[config.mk]
export PLATFORM = sky130hd
export DESIGN_NAME = tx_bit_sequencer
export DESIGN_NICKNAME = d
export VERILOG_FILES = /design/src/rtl/tx_bit_sequencer.sv
export SDC_FILE = /design/constraint.sdc
export NUM_CORES = 1
export LEC_CHECK = 0
export BUFFER_PORTS_ARGS = -buffer_cell sky130_fd_sc_hd__buf_2
export CAP_MARGIN = 20
export CORE_ASPECT_RATIO = 0.9
export CORE_UTILIZATION = 52
export CTS_BUF_LIST = sky130_fd_sc_hd__clkbuf_16
export DETAILED_ROUTE_END_ITERATION = 10
export PLACE_DENSITY = 0.75
export SLEW_MARGIN = 20
export SYNTH_ARGS = -nofsm -noshare
export SYNTH_HDL_FRONTEND = slang
export SYNTH_SLANG_ARGS = --single-unit
[constraint.sdc]
create_clock -name clk -period 1.9 [get_ports clk]
set_input_delay 0.285 -clock clk [delete_from_list [all_inputs] [get_ports clk]]
set_output_delay 0.285 -clock clk [all_outputs]
set_load 0.02 [all_outputs]
[src/rtl/tx_bit_sequencer.sv]
// Frame sequencer for the ISO 14443-2A PICC->PCD path: SOC bit, LSB-first data, odd parity.
// Build option: define TX_PARITY_EN to insert parity bits (undefined: bit-oriented bring-up).
module tx_bit_sequencer (
   input  logic       clk,
   input  logic       rst_n,
   input  logic [7:0] in_data,
   input  logic [2:0] in_bits,
   input  logic       in_last,
   input  logic       in_valid,
   output logic       in_ready,
   output logic       enc_en,
   output logic       enc_data,
   output logic       enc_last,
   input  logic       enc_req,
   input  logic       enc_last_tick,
   output logic       busy,
   output logic       done,
   output logic       underrun
);

`ifdef TX_PARITY_EN
   typedef enum logic [2:0] {StIdle, StSoc, StData, StParity, StFinish} state_e;
`else
   typedef enum logic [2:0] {StIdle, StSoc, StData, StFinish} state_e;
`endif

   state_e     state_q, state_d;
   logic [7:0] cur_data_q, cur_data_d;
   logic [2:0] cur_bits_q, cur_bits_d;
   logic       cur_last_q, cur_last_d;
   logic [2:0] idx_q, idx_d;
   logic [7:0] pf_data_q, pf_data_d;
   logic [2:0] pf_bits_q, pf_bits_d;
   logic       pf_last_q, pf_last_d;
   logic       pf_valid_q, pf_valid_d;
   logic       enc_en_q, enc_en_d;
   logic       done_q, done_d;
   logic       underrun_q, underrun_d;

   logic       partial;
   logic [2:0] last_idx;
   logic       at_last;
   logic       pf_room;
   logic       in_ready_c;
   logic       enc_data_c;
   logic       enc_last_c;

   // A partial byte only ever occurs as the last byte of a frame and carries no parity.
   assign partial  = cur_last_q && (cur_bits_q != 3'd0);
   assign last_idx = partial ? (cur_bits_q - 3'd1) : 3'd7;
   assign at_last  = (idx_q == last_idx);

   always_comb begin
      state_d    = state_q;
      cur_data_d = cur_data_q;
      cur_bits_d = cur_bits_q;
      cur_last_d = cur_last_q;
      idx_d      = idx_q;
      pf_data_d  = pf_data_q;
      pf_bits_d  = pf_bits_q;
      pf_last_d  = pf_last_q;
      pf_valid_d = pf_valid_q;
      enc_en_d   = enc_en_q;
      done_d     = 1'b0;
      underrun_d = 1'b0;
      pf_room    = 1'b0;
      in_ready_c = 1'b0;
      enc_data_c = 1'b0;
      enc_last_c = 1'b0;

      case (state_q)
         StIdle: begin
            in_ready_c = 1'b1;
            if (in_valid) begin
               cur_data_d = in_data;
               cur_bits_d = in_bits;
               cur_last_d = in_last;
               enc_en_d   = 1'b1;
               state_d    = StSoc;
            end
         end
         StSoc: begin
            enc_data_c = 1'b1;
            if (enc_req) begin
               idx_d   = 3'd0;
               state_d = StData;
            end
         end
         StData: begin
            enc_data_c = cur_data_q[idx_q];
`ifdef TX_PARITY_EN
            enc_last_c = at_last && partial;
            if (enc_req) begin
               if (!at_last) begin
                  idx_d = idx_q + 3'd1;
               end else begin
                  state_d = partial ? StFinish : StParity;
               end
            end
`else
            // No byte may be taken on the request that already announced the final bit.
            pf_room    = !cur_last_q && !pf_valid_q && (idx_q != 3'd0) && !(at_last && enc_req);
            enc_last_c = at_last && (cur_last_q || !pf_valid_q);
            if (enc_req) begin
               if (!at_last) begin
                  idx_d = idx_q + 3'd1;
               end else if (cur_last_q) begin
                  state_d = StFinish;
               end else if (pf_valid_q) begin
                  cur_data_d = pf_data_q;
                  cur_bits_d = pf_bits_q;
                  cur_last_d = pf_last_q;
                  pf_valid_d = 1'b0;
                  idx_d      = 3'd0;
               end else begin
                  underrun_d = 1'b1;
                  state_d    = StFinish;
               end
            end
`endif
         end
`ifdef TX_PARITY_EN
         StParity: begin
            enc_data_c = ~^cur_data_q;
            enc_last_c = cur_last_q || !pf_valid_q;
            pf_room    = !cur_last_q && !pf_valid_q && !enc_req;
            if (enc_req) begin
               if (cur_last_q) begin
                  state_d = StFinish;
               end else if (pf_valid_q) begin
                  cur_data_d = pf_data_q;
                  cur_bits_d = pf_bits_q;
                  cur_last_d = pf_last_q;
                  pf_valid_d = 1'b0;
                  idx_d      = 3'd0;
                  state_d    = StData;
               end else begin
                  underrun_d = 1'b1;
                  state_d    = StFinish;
               end
            end
         end
`endif
         StFinish: begin
            if (enc_last_tick) begin
               enc_en_d = 1'b0;
               done_d   = 1'b1;
               state_d  = StIdle;
            end
         end
         default: state_d = StIdle;
      endcase

      if (pf_room) begin
         in_ready_c = 1'b1;
         if (in_valid) begin
            pf_data_d  = in_data;
            pf_bits_d  = in_bits;
            pf_last_d  = in_last;
            pf_valid_d = 1'b1;
         end
      end
   end

   always_ff @(posedge clk) begin
      if (!rst_n) begin
         state_q    <= StIdle;
         cur_data_q <= 8'd0;
         cur_bits_q <= 3'd0;
         cur_last_q <= 1'b0;
         idx_q      <= 3'd0;
         pf_data_q  <= 8'd0;
         pf_bits_q  <= 3'd0;
         pf_last_q  <= 1'b0;
         pf_valid_q <= 1'b0;
         enc_en_q   <= 1'b0;
         done_q     <= 1'b0;
         underrun_q <= 1'b0;
      end else begin
         state_q    <= state_d;
         cur_data_q <= cur_data_d;
         cur_bits_q <= cur_bits_d;
         cur_last_q <= cur_last_d;
         idx_q      <= idx_d;
         pf_data_q  <= pf_data_d;
         pf_bits_q  <= pf_bits_d;
         pf_last_q  <= pf_last_d;
         pf_valid_q <= pf_valid_d;
         enc_en_q   <= enc_en_d;
         done_q     <= done_d;
         underrun_q <= underrun_d;
      end
   end

   assign in_ready = in_ready_c && rst_n;
   assign enc_en   = enc_en_q;
   assign busy     = enc_en_q;
   assign enc_data = enc_data_c;
   assign enc_last = enc_last_c;
   assign done     = done_q;
   assign underrun = underrun_q;

endmodule

### After elaboration in Yosys (flattened, before gate mapping)

Index checks and enable logic that the tools add are counted.

| word-level totals | value |
|---|---|
| memories | 0 |
| bits in registers | 34 |
| ROM bits | 0 |
| latch bits | 0 |
| bits in writable memories | 0 |
| output and inout port bits | 7 |

| cells by class | value |
|---|---|
| shift-type cells | 0 |
| $lt $le $gt $ge | 1 |
| bitwise gates (word level) | 4 |
| eq/ne operators | 14 |
| mux-type cells | 51 |
| reductions and logical operators | 25 |
| div/mod/pow operators | 0 |
| $add $sub $neg | 2 |
| $mul | 0 |

Operators with widths:

| kind | number |
|---|---|
| 3-bit 2-to-1 mux | 18 |
| 8-bit 2-to-1 mux | 5 |
| 1-bit 2-to-1 mux | 20 |
| 8-bit case mux with 2 select lines | 1 |
| 2-bit != test, second input constant | 7 |
| 3-bit case mux with 2 select lines | 2 |
| 3-bit case mux with 4 select lines | 1 |
| 6-bit AND reduction | 2 |
| 3-bit != test, second input constant | 3 |
| 1-bit logical AND | 7 |
| 3-bit by 2-bit == test with 1-bit output, second input constant | 2 |
| 1-bit case mux with 2 select lines | 3 |
| 2-bit nonzero test | 3 |
| 3-bit nonzero test | 2 |
| 5-bit AND reduction | 1 |
| 5-bit OR reduction | 1 |
| 3-bit by 4-bit less-than comparator with 1-bit output, second input constant | 1 |
| 1-bit NOT | 4 |
| 2-bit AND reduction | 2 |
| 4-bit AND reduction | 1 |
| 3-bit by 1-bit adder with 3-bit output, second input constant | 1 |
| 1-bit binary-select mux with 3-bit select | 1 |
| 3-bit by 1-bit == test with 1-bit output, second input constant | 1 |
| 3-bit == test | 1 |
| 5 further kinds | 7 |

### Logic depth before layout (Yosys ltp)

Gate-level depths: netlist of run 1.

| logic depth | value |
|---|---|
| depth after elaboration | 10 |
| depth in mapped cells | 9 |
| depth with buffers taken out | 8 |

### Least setup slack after synthesis of run 1

Ideal clock, no wire load.

| path | value |
|---|---|
| path kind | register -> register |
| from | register cur_bits_q[0] |
| to | register idx_q[2] |
| setup slack | -0.397 ns |
| cell stages (with the launch flop) | 9 |
| data required time | 1.817 ns |
| buffers on the path | 0 |
| library setup time | 0.083 ns |
| arrival | 2.214 ns |
| clock period less this slack | 2.297 ns |
| cell sequence | dfxtp_1 > inv_1 > ha_1 > ha_1 > xor2_1 > a22oi_2 > a211oi_1 > nor2_1 > o221ai_1 |

| on the way | value |
|---|---|
| cells in the longest elaborated chain, start to end | 7 |
| elaborated cells between the ends (all ways) | 11 |
| those cells by class | 1 x add/sub; 3 x eq/ne; 4 x mux; 3 x reduce/logical |

RTL lines:

| what | RTL line | RTL |
|---|---|---|
| start: declaration | 29 | `logic [2:0] cur_bits_q, cur_bits_d;` |
| start signal: assignment | 182 | `cur_bits_q <= cur_bits_d;` |
| branches (longest 2 deep; another with 3-bit by 1-bit subtractor with 3-bit output) | - |  |
| 3-bit 2-to-1 mux (*) | 50 | `assign last_idx = partial ? (cur_bits_q - 3'd1) : 3'd7;` |
| 3-bit == test (*) | 51 | `assign at_last = (idx_q == last_idx);` |
| 3-bit 2-to-1 mux | 105 | `if (!at_last) begin` |
| 3-bit 2-to-1 mux | 104 | `if (enc_req) begin` |
| 3-bit case mux with 2 select lines | 71 | `case (state_q)` |
| end signal: assignment | 184 | `idx_q <= idx_d;` |
| end: declaration | 31 | `logic [2:0] idx_q, idx_d;` |

Mark *: on every way between the ends. The select of a mux whose other input is x is not followed.
A chain may end at the register's enable or synchronous reset.

### Worst setup path in the final report of run 1

| path | value |
|---|---|
| from | register cur_bits_q[0] |
| to | output in_ready |

| on the way | value |
|---|---|
| cells in the longest elaborated chain, start to end | 10 |
| elaborated cells between the ends (all ways) | 11 |
| those cells by class | 1 x add/sub; 1 x eq/ne; 3 x mux; 6 x reduce/logical |

RTL lines:

| what | RTL line | RTL |
|---|---|---|
| branches (longest 2 deep; another with 3-bit by 1-bit subtractor with 3-bit output) | - |  |
| 3-bit 2-to-1 mux (*) | 50 |  |
| 3-bit == test (*) | 51 |  |
| 1-bit logical AND (*) | 102 | `pf_room = !cur_last_q && !pf_valid_q && (idx_q != 3'd0) && !(at_last && enc_req);` |
| 1-bit logical NOT (*) | 102 |  |
| 1-bit logical AND (*) | 102 |  |
| 1-bit 2-to-1 mux (*) | 71 |  |
| 1-bit 2-to-1 mux (*) | 154 | `if (pf_room) begin` |
| 1-bit logical AND (*) | 195 | `assign in_ready = in_ready_c && rst_n;` |
| end: declaration | 10 | `output logic in_ready,` |

Mark *: on every way between the ends.

==> results of run 1 <==
registers in the layout (all words and copies together) (netlist names):
| register | count |
|---|---|
| state_q | 2 |
| cur_bits_q | 3 |
| pf_bits_q | 3 |
| underrun | 1 |
| cur_data_q | 8 |
| cur_last_q | 1 |
| pf_last_q | 1 |
| pf_data_q | 8 |
| done | 1 |
| busy | 1 |
| idx_q | 3 |
| pf_valid_q | 1 |
final cells by class:
| type | count | area [um2] |
|---|---|---|
| sequential | 33 | 668.1 |
| multi-input combinational | 159 | 1306 |
| fill | 253 | 928.4 |
| tap | 44 | 55.05 |
| inverter | 11 | 43.79 |
| timing repair buffer | 48 | 365.4 |
| clock inverter | 2 | 11.26 |
| clock buffer | 5 | 125.1 |
cells in the mapped netlist (all sizes together), types with 5 or more instances:
master and number:
a21oi 5, buf 8, clkbuf 6, dfxtp 33, ha 8, inv 11
mux2i 22, nand2 48, o211ai 11, or2 8
power breakdown:
part           leakage (nW)  internal [mW]  total, mW  switching [mW]
clock                0.0633          0.473      0.770           0.298
combinational         0.724          0.802       1.62           0.820
sequential            0.271          0.858      0.975           0.117
total                  1.06           2.13       3.37            1.24
per-layer routing:
metal,GRT usage [%],wire length [um],vias up
met1,29.58,2141,823
met4,12.46,87,0
met3,8.083,268,10
li1,-,-,835
met5,0,0,-
met2,43.14,2262,49
per-stage QoR:
stage | cell area (um2) | instances | util [%] | hold WS, ps | setup WS (ps)
after global routing | 2575 | 302 | 73.50 | 272.6 | -423.0
after floorplan | 2031 | 217 | - | 427.1 | -35.81
after CTS | 2525 | 302 | 72.07 | 256.4 | -351.7
after detailed placement | 2232 | 289 | 63.71 | 446.7 | -175.7
final | 2575 | 302 | 73.50 | 260.8 | -352.9
after global placement | 2232 | 289 | 63.71 | 441.4 | -143.2
what timing repair did:
action | 4_1_cts | 5_1_grt
pin swaps | 14 | 13
gates cloned | 2 | 0
buffers inserted | 5 | 1
resized for setup | 29 | 14
hold buffers | 0 | 0
endpoints found under the setup margin | 32 | 34
critical path: stages (launching register included):
cell and delay (ps):
dfxtp_2 340, inv_2 50, ha_4 150, ha_4 160, and4bb_1 280, a22oi_2 110, a21oi_2 180, a21boi_2 80
o21a_2 200, buf_6 120
worst max path at each step:
stage | start | slack, ps | to
finish | cur_bits_q[0]$_SDFFE_PN0P_ | -350 | in_ready
global route | cur_bits_q[0]$_SDFFE_PN0P_ | -420 | in_ready
CTS | cur_bits_q[0]$_SDFFE_PN0P_ | -350 | in_ready
detailed placement | cur_bits_q[1]$_SDFFE_PN0P_ | -180 | pf_data_q[3]$_SDFFE_PN0P_
global placement | cur_bits_q[0]$_SDFFE_PN0P_ | -140 | in_ready
floorplan | cur_bits_q[0]$_SDFFE_PN0P_ | -40 | in_ready
cells by family (layout without fill, tap and decap cells):
logic type	count (synthesis)	in the layout	synth area share [%]
xor gates and xnor gates	3	3	1.322
buffers and inverters	26	66	8.684
muxes	27	27	15.42
adders and majority gates	8	8	5.035
DFF	33	33	33.23
AOI/OAI and AO/OA	41	41	17.18
and+or+nand+nor	79	80	19.13
==> qor.yml, run 1 <==
clock_network:
  cts_buffers: 5
  path_clk_slew_ps: 50
  cts_max_level: 2
  clkSinkCount: 33
  cts_root_buf: "clkbuf_16"
  cts_buffer_depth: 2
  cts_tree: "built"
  clock_latency_ps: 280
power:
  finalPower_mw: 3.368
  power_density_nw_per_um2: 1308
  p_leak_nw: 1.059
  peakVddDrop_uv: 755.2
floorplan:
  core_area_um2: 3503
  rows: 20
  fp.dieW_um: 67.18
  initial_utilization_pct: 56.75
  die_h_um: 60.66
  dieArea_um2: 4075
  io_pins: 24
logic_synthesis:
  dominantRegCellSynth: "dfxtp_1"
  syn_area_per_cell_um2: 9.162
  synth_edf_count: 0
  ys_ff_latch: 33
  yosysSeqAreaShare_pct: 33.23
  async_reset_ff_share_pct: 0
  synth_area_leaders: "dfxtp_1 (33%), mux2i_1 (11%), nand2_1 (9.1%), ha_1 (5.0%), o211ai_1 (3.4%)"
  yosys.area.top_type: "dfxtp_1"
  synthesis.instances: 217
  synth_cell_types: 54
  netlist.area_leader.share_pct: 33.23
  netlist_area_um2: 1988
  yosys_warnings: 0
  syn_nets: 242
min_path:
  holdPathStages: 3
  whs_endpoint: "pf_bits_q[0]$_SDFFE_PN0P_"
  hold_start: "in_bits[0]"
  hold_path_class: "in -> reg"
job:
  maxCapViolations: 0
detailed_routing:
  vias: 1717
  drt_first_pass_iters: 4
  route.detailed.wl_per_inst_um: 15.76
  ant_nets: 0
  wl_um: 4760
  initialDrtViolationCount: 117
  drc_errors: 0
  via_per_inst: 5.685
worst_setup_path:
  cp-end-kind: "output port"
  path_max_fanout: 4
  r2r-end: "state_q[1]$_SDFFE_PN0P_"
  worstPathRequired_ps: 1620
  r2r_slack_ps: -210
  startpoint_type: "flip-flop"
  critPathArrivalTime_ps: 1970
  timing.rr.start: "cur_bits_q[0]$_SDFFE_PN0P_"
  rr_worst_depth: 9
  worstSetupPathType: "reg -> out"
sta:
  tightest_slew_ps: 379.7
  setup_viol: 29
  clock.fmax_mhz: 443.9
  rsz0062_at_grt: "true"
  finalHoldViolCount: 0
  fin_skew_ps: 3.775
  final.setup.tns_ps: -3322
  finalCritPeriodShare_pct: 118.6
  timing.final.ws_setup_ps: -352.9
  slew_viol_final: 0
  post-route-min-period_ps: 2253
  relSlewSlack_pct: 74.42
final_layout:
  final_layout_size_suffix_gt1_share_pct: 41.47
  mostFrequentLayoutCells: "nand2_1 (46), dfxtp_1 (29), mux2i_1 (21)"
  final_common_cell: "nand2_1"
  antenna_cells: 0
  area_delta_synth_final_pct: 29.52
  nets: 283
grt:
  grtUsageTotal_pct: 25.61
  grt_max_degree: 32
  grt-ovfl-total: 0
  antenna_found_initial: 0
  grt_pass1_wl_um: 7514
  grt_pass1_vias: 1652
run_status:
  violations: "negative setup slack"
  status: "finished with violations"
placed_design:
  place_congestion: 0.8663
  io_buffers: 23
  hpwlAfterDp_um: 3073
No activity file was read; power rests on OpenSTA's default activity.
==> inputs of run 2 (changes only) <==
--- a/config.mk
+++ b/config.mk
@@ -7,11 +7,13 @@
 export LEC_CHECK = 0
 export BUFFER_PORTS_ARGS = -buffer_cell sky130_fd_sc_hd__buf_2
 export CAP_MARGIN = 20
+export CELL_PAD_IN_SITES_DETAIL_PLACEMENT = 0
+export CELL_PAD_IN_SITES_GLOBAL_PLACEMENT = 2
 export CORE_ASPECT_RATIO = 0.9
-export CORE_UTILIZATION = 52
+export CORE_UTILIZATION = 32
 export CTS_BUF_LIST = sky130_fd_sc_hd__clkbuf_16
 export DETAILED_ROUTE_END_ITERATION = 10
-export PLACE_DENSITY = 0.75
+export PLACE_DENSITY_LB_ADDON = 0.1
 export SLEW_MARGIN = 20
 export SYNTH_ARGS = -nofsm -noshare
 export SYNTH_HDL_FRONTEND = slang
==> run 2 against run 1 <==
  * The run still ends with negative setup slack left
  * Clock skew down 0.97 ps
  * Non-clock buffer count rose by 3
  * Fmax shrank 0.41%
  * Largest cell class unchanged
  * Largest power group unchanged
  * Highest routed layer unchanged
  * Clock-buffer cell count is the same
  * Critical endpoint unchanged
  * Sequential share of layout area decreased by 0.64 points
  * Setup slack worse by 9.2 ps
  * Sequential cell count stayed put
  * Via count shrank 1.9%
  * Combinational power up 2%
  * First-iteration DRC count shrank 64%
  * Hold slack gained 2.8 ps
==> qor.yml, run 2 (synthesis results as in run 1) <==
final_layout:
  finish.instance_area_um2: 2645
  final_layout_size_suffix_gt1_share_pct: 42.91
  nets: 286
  mostFrequentLayoutCells: "nand2_1 (46), dfxtp_1 (28), buf_4 (24)"
  antenna_cells: 0
  area_delta_synth_final_pct: 33.04
  reg_top3: "cur_data_q (8), pf_data_q (8)"
  final_util_pct: 45.42
  final_common_cell: "nand2_1"
worst_setup_path:
  startpoint_type: "flip-flop"
  path_max_fanout: 3
  critPathArrivalTime_ps: 1980
  cp-end-kind: "output port"
  worstPathRequired_ps: 1620
  worstSetupPathType: "reg -> out"
sta:
  clock.fmax_mhz: 442.1
  tightest_slew_ps: 561.3
  relSlewSlack_pct: 62.18
  post-route-min-period_ps: 2262
  fin_skew_ps: 2.803
  finalHoldViolCount: 0
  setup_viol: 32
  rsz0062_at_grt: "true"
  finalCritPeriodShare_pct: 119.1
  timing.final.ws_setup_ps: -362.1
  whs_ps: 263.5
  slew_viol_final: 0
floorplan:
  io_pins: 24
  fp.dieW_um: 85.09
  initial_utilization_pct: 34.14
  dieArea_um2: 6532
  core_area_um2: 5823
  die_h_um: 76.78
  rows: 26
detailed_routing:
  route.detailed.wl_per_inst_um: 14.79
  vias: 1685
  wl_um: 4897
  drt_first_pass_iters: 4
  initialDrtViolationCount: 42
  drc_errors: 0
  ant_nets: 0
  via_per_inst: 5.091
clock_network:
  path_clk_slew_ps: 50
  cts_root_buf: "clkbuf_16"
  clock_latency_ps: 280
  cts_tree: "built"
  clkSinkCount: 33
  cts_buffer_depth: 2
  cts_max_level: 2
  cts_buffers: 5
  cts_hold_buffers: 0
placed_design:
  dp_slack_ps: -176.0
  place_congestion: 0.8017
  hpwlAfterDp_um: 3403
  place_area_um2: 2272
  io_buffers: 23
min_path:
  hold_path_class: "in -> reg"
grt:
  grt_pass1_vias: 1644
  antenna_found_initial: 0
  grt_max_degree: 48
  grt_pass1_wl_um: 8445
  grt-ovfl-total: 0
  grtUsageTotal_pct: 16.50
power:
  finalPower_mw: 3.403
  p_leak_nw: 1.082
  peakVddDrop_uv: 454.6
  power_density_nw_per_um2: 1286
job:
  maxCapViolations: 0
run_status:
  status: "finished with violations"
  violations: "negative setup slack"
==> run 2: stage by stage <==
step           setup TNS [ps]  cells
2_1_floorplan          -249.9    217
3_3_place_gp            -2321    316
3_5_place_dp            -4077    316
4_1_cts                 -4002    328
5_1_grt                 -7076    331
6_report                -3948    331
==> run 2: critical path, cell delays in order, from the launching register on <==
cell and delay, ps:
dfxtp_2 330, inv_2 50, ha_4 150, ha_4 290
xor2_2 180, a22oi_2 120, a21oi_2 160, a21boi_1 90
o21a_2 210, buf_6 130
==> run 2: area by class of cell <==
class	count	area (um2)
fillers	573	3178
multi-input cells	159	1329
flip-flops and latches	33	669.4
repair buffers	51	381.6
clock buffers	5	125.1
well taps	70	87.58
inverters	11	41.29
clock inverters	2	11.26
==> run 2: path summary, 6_finish.rpt <==
kind	start	end	slack, ps	depth (start not counted)
worst min-delay path	in_data[6]	pf_data_q[6]$_SDFFE_PN0P_	260	3
worst max-delay path	cur_bits_q[0]$_SDFFE_PN0P_	in_ready	-360	9
worst max register to register	cur_bits_q[0]$_SDFFE_PN0P_	state_q[1]$_SDFFE_PN0P_	-200	9
worst min register to register	pf_bits_q[2]$_SDFFE_PN0P_	pf_bits_q[2]$_SDFFE_PN0P_	460	2
==> run 2: what timing repair did <==
action                                  CTS  global route
endpoints found under the setup margin   33            33
pin swaps                                18             9
resized for setup                        31            14
cloned                                    2             0
buffers inserted                          5             4
==> run 2: routing by layer <==
metal  routed length, um  vias to the layer above  global-route usage, %
met4                  73                        0                  4.237
met2                2242                       34                  26.61
li1                    -                      845                      -
met3                 195                        8                  4.521
met1                2385                      798                  21.64
met5                   0                        -                      0
==> run 2: report_power, final <==
part	leakage (nW)	total (mW)	internal [mW]	switching (mW)
logic	0.748	1.66	0.833	0.827
registers	0.271	0.981	0.859	0.122
clock network	0.0633	0.761	0.473	0.288
==> inputs of run 3 (changes only) <==
--- a/config.mk
+++ b/config.mk
@@ -14,6 +14,7 @@
 export CTS_BUF_LIST = sky130_fd_sc_hd__clkbuf_16
 export DETAILED_ROUTE_END_ITERATION = 10
 export PLACE_DENSITY_LB_ADDON = 0.1
+export RECOVER_POWER = 50
 export SLEW_MARGIN = 20
 export SYNTH_ARGS = -nofsm -noshare
 export SYNTH_HDL_FRONTEND = slang
==> run 3 against run 2 <==
  * The flow still finishes with violations (negative setup slack)
  * Sequential cell count unchanged
  * Via count is 0.42% higher
  * Wire length barely moved
  * Sequential power is essentially flat
  * Critical path type unchanged
  * Total power down 0.16%
  * Die area unchanged
==> qor.yml, run 3 (synthesis results as in run 1) <==
run_status:
  status: "finished with violations"
  violations: "negative setup slack"
worst_setup_path:
  rr_worst_depth: 9
  cp-end-kind: "output port"
  slowest_delay_ps: 330
  crit_slowest_cell: "dfxtp_2"
  startpoint_type: "flip-flop"
  critPathArrivalTime_ps: 1980
  worstPathRequired_ps: 1620
  path_cells: "inv_2 > ha_4 > ha_4 > xor2_2 > a22oi_2 > a21oi_2 > a21boi_1 > o21a_2 > buf_6"
  worstSetupPathType: "reg -> out"
  path_max_fanout: 3
  cpMostUsedCell: "ha_4"
power:
  finalPower_mw: 3.397
  p_leak_nw: 1.070
  power_density_nw_per_um2: 1287
  peakVddDrop_uv: 454.6
grt:
  antenna_found_initial: 0
  grt-ovfl-total: 0
  met1_usage_pct: 21.64
  use_met2_pct: 26.61
  grt_pass1_wl_um: 8445
  grt_max_degree: 48
  grtUsageTotal_pct: 16.50
  top_usage_layer: "met2"
  grt_pass1_vias: 1644
  grtUsageMet3_pct: 4.521
clock_network:
  cts_root_buf: "clkbuf_16"
  cts_buffers: 5
  cts_max_level: 2
  path_clk_slew_ps: 50
  cts_tree: "built"
  cts_buffer_depth: 2
  clock_latency_ps: 280
  clkSinkCount: 33
final_layout:
  mostFrequentLayoutCells: "nand2_1 (46), dfxtp_1 (28), buf_4 (23)"
  final_cells: 331
  final_common_cell: "nand2_1"
  finish.instance_area_um2: 2639
  reg_top3: "cur_data_q (8), pf_data_q (8)"
  final_layout_size_suffix_gt1_share_pct: 41.76
  num-fill-cells: 572
  area_delta_synth_final_pct: 32.72
  final_util_pct: 45.32
  nets: 286
  antenna_cells: 0
placed_design:
  dp_cells: 316
  place_congestion: 0.8017
  io_buffers: 23
  hpwlAfterDp_um: 3403
  place_area_um2: 2272
  dp_slack_ps: -176.0
min_path:
  hold_path_class: "in -> reg"
  holdPathStages: 3
floorplan:
  initial_utilization_pct: 34.14
  fp.dieW_um: 85.09
  dieArea_um2: 6532
  rows: 26
  io_pins: 24
  core_area_um2: 5823
  die_h_um: 76.78
detailed_routing:
  ant_nets: 0
  vias: 1692
  initialDrtViolationCount: 42
  via_per_inst: 5.112
  route.detailed.wl_per_inst_um: 14.78
  drc_errors: 0
  wl_um: 4893
  drt_first_pass_iters: 4
sta:
  fin_skew_ps: 2.803
  clock.fmax_mhz: 442.1
  timing.final.ws_setup_ps: -362.1
  finalCritPeriodShare_pct: 119.1
  tightest_slew_ps: 561.3
  rsz0062_at_grt: "true"
  post-route-min-period_ps: 2262
  relSlewSlack_pct: 62.18
  slew_viol_final: 0
  finalHoldViolCount: 0
  setup_viol: 32
job:
  maxCapViolations: 0
==> run 3: report_power, final <==
group          leakage (nW)  internal [mW]  switching (mW)
Sequential            0.271          0.859           0.122
Clock                0.0633          0.473           0.289
Combinational         0.735          0.827           0.828
==> run 3: layout make-up <==
type	instances	area, um2	share of cell area (%)
multi-input combinational	159	1329	50.36
sequential	33	669.4	25.37
timing repair buffer	51	375.4	14.22
clock buffer	5	125.1	4.742
tap	70	87.58	3.319
inverter	11	41.29	1.565
clock inverter	2	11.26	0.4267
==> run 3: repair_timing <==
item | in CTS | in global routing
pin swaps | 18 | 9
resized for setup | 31 | 14
hold buffers | 0 | 0
setup buffers | 5 | 4
cloned | 2 | 0
endpoints found under the setup margin | 33 | 33
==> run 3: stage by stage <==
step,setup TNS (ps),hold slack (ps)
global route,-7076,270.0
detailed placement,-4077,449.4
CTS,-4002,262.8
floorplan,-249.9,427.1
global placement,-2321,441.4
finish,-3954,263.4
==> run 3: final timing paths <==
check	slack, ps	startpoint	to
hold reg to reg	460	pf_bits_q[2]$_SDFFE_PN0P_	pf_bits_q[2]$_SDFFE_PN0P_
setup reg to reg	-200	cur_bits_q[0]$_SDFFE_PN0P_	state_q[1]$_SDFFE_PN0P_
hold / removal	260	in_data[6]	pf_data_q[6]$_SDFFE_PN0P_
setup / recovery	-360	cur_bits_q[0]$_SDFFE_PN0P_	in_ready
==> run 3: critical path: cells and delay by family (launching register included) <==
| kind | cells | cell delay [ps] |
|---|---|---|
| xor+xnor | 1 | 180 |
| compound gates | 4 | 580 |
| buf+inv | 2 | 180 |
| flops | 1 | 330 |
| fa+ha+maj | 2 | 440 |
==> run 3: routing by layer <==
layer,share of wire (%),vias up
li1,-,846
met1,49,804
met2,46,34
met3,4.0,8
met4,1.5,0
met5,0,-
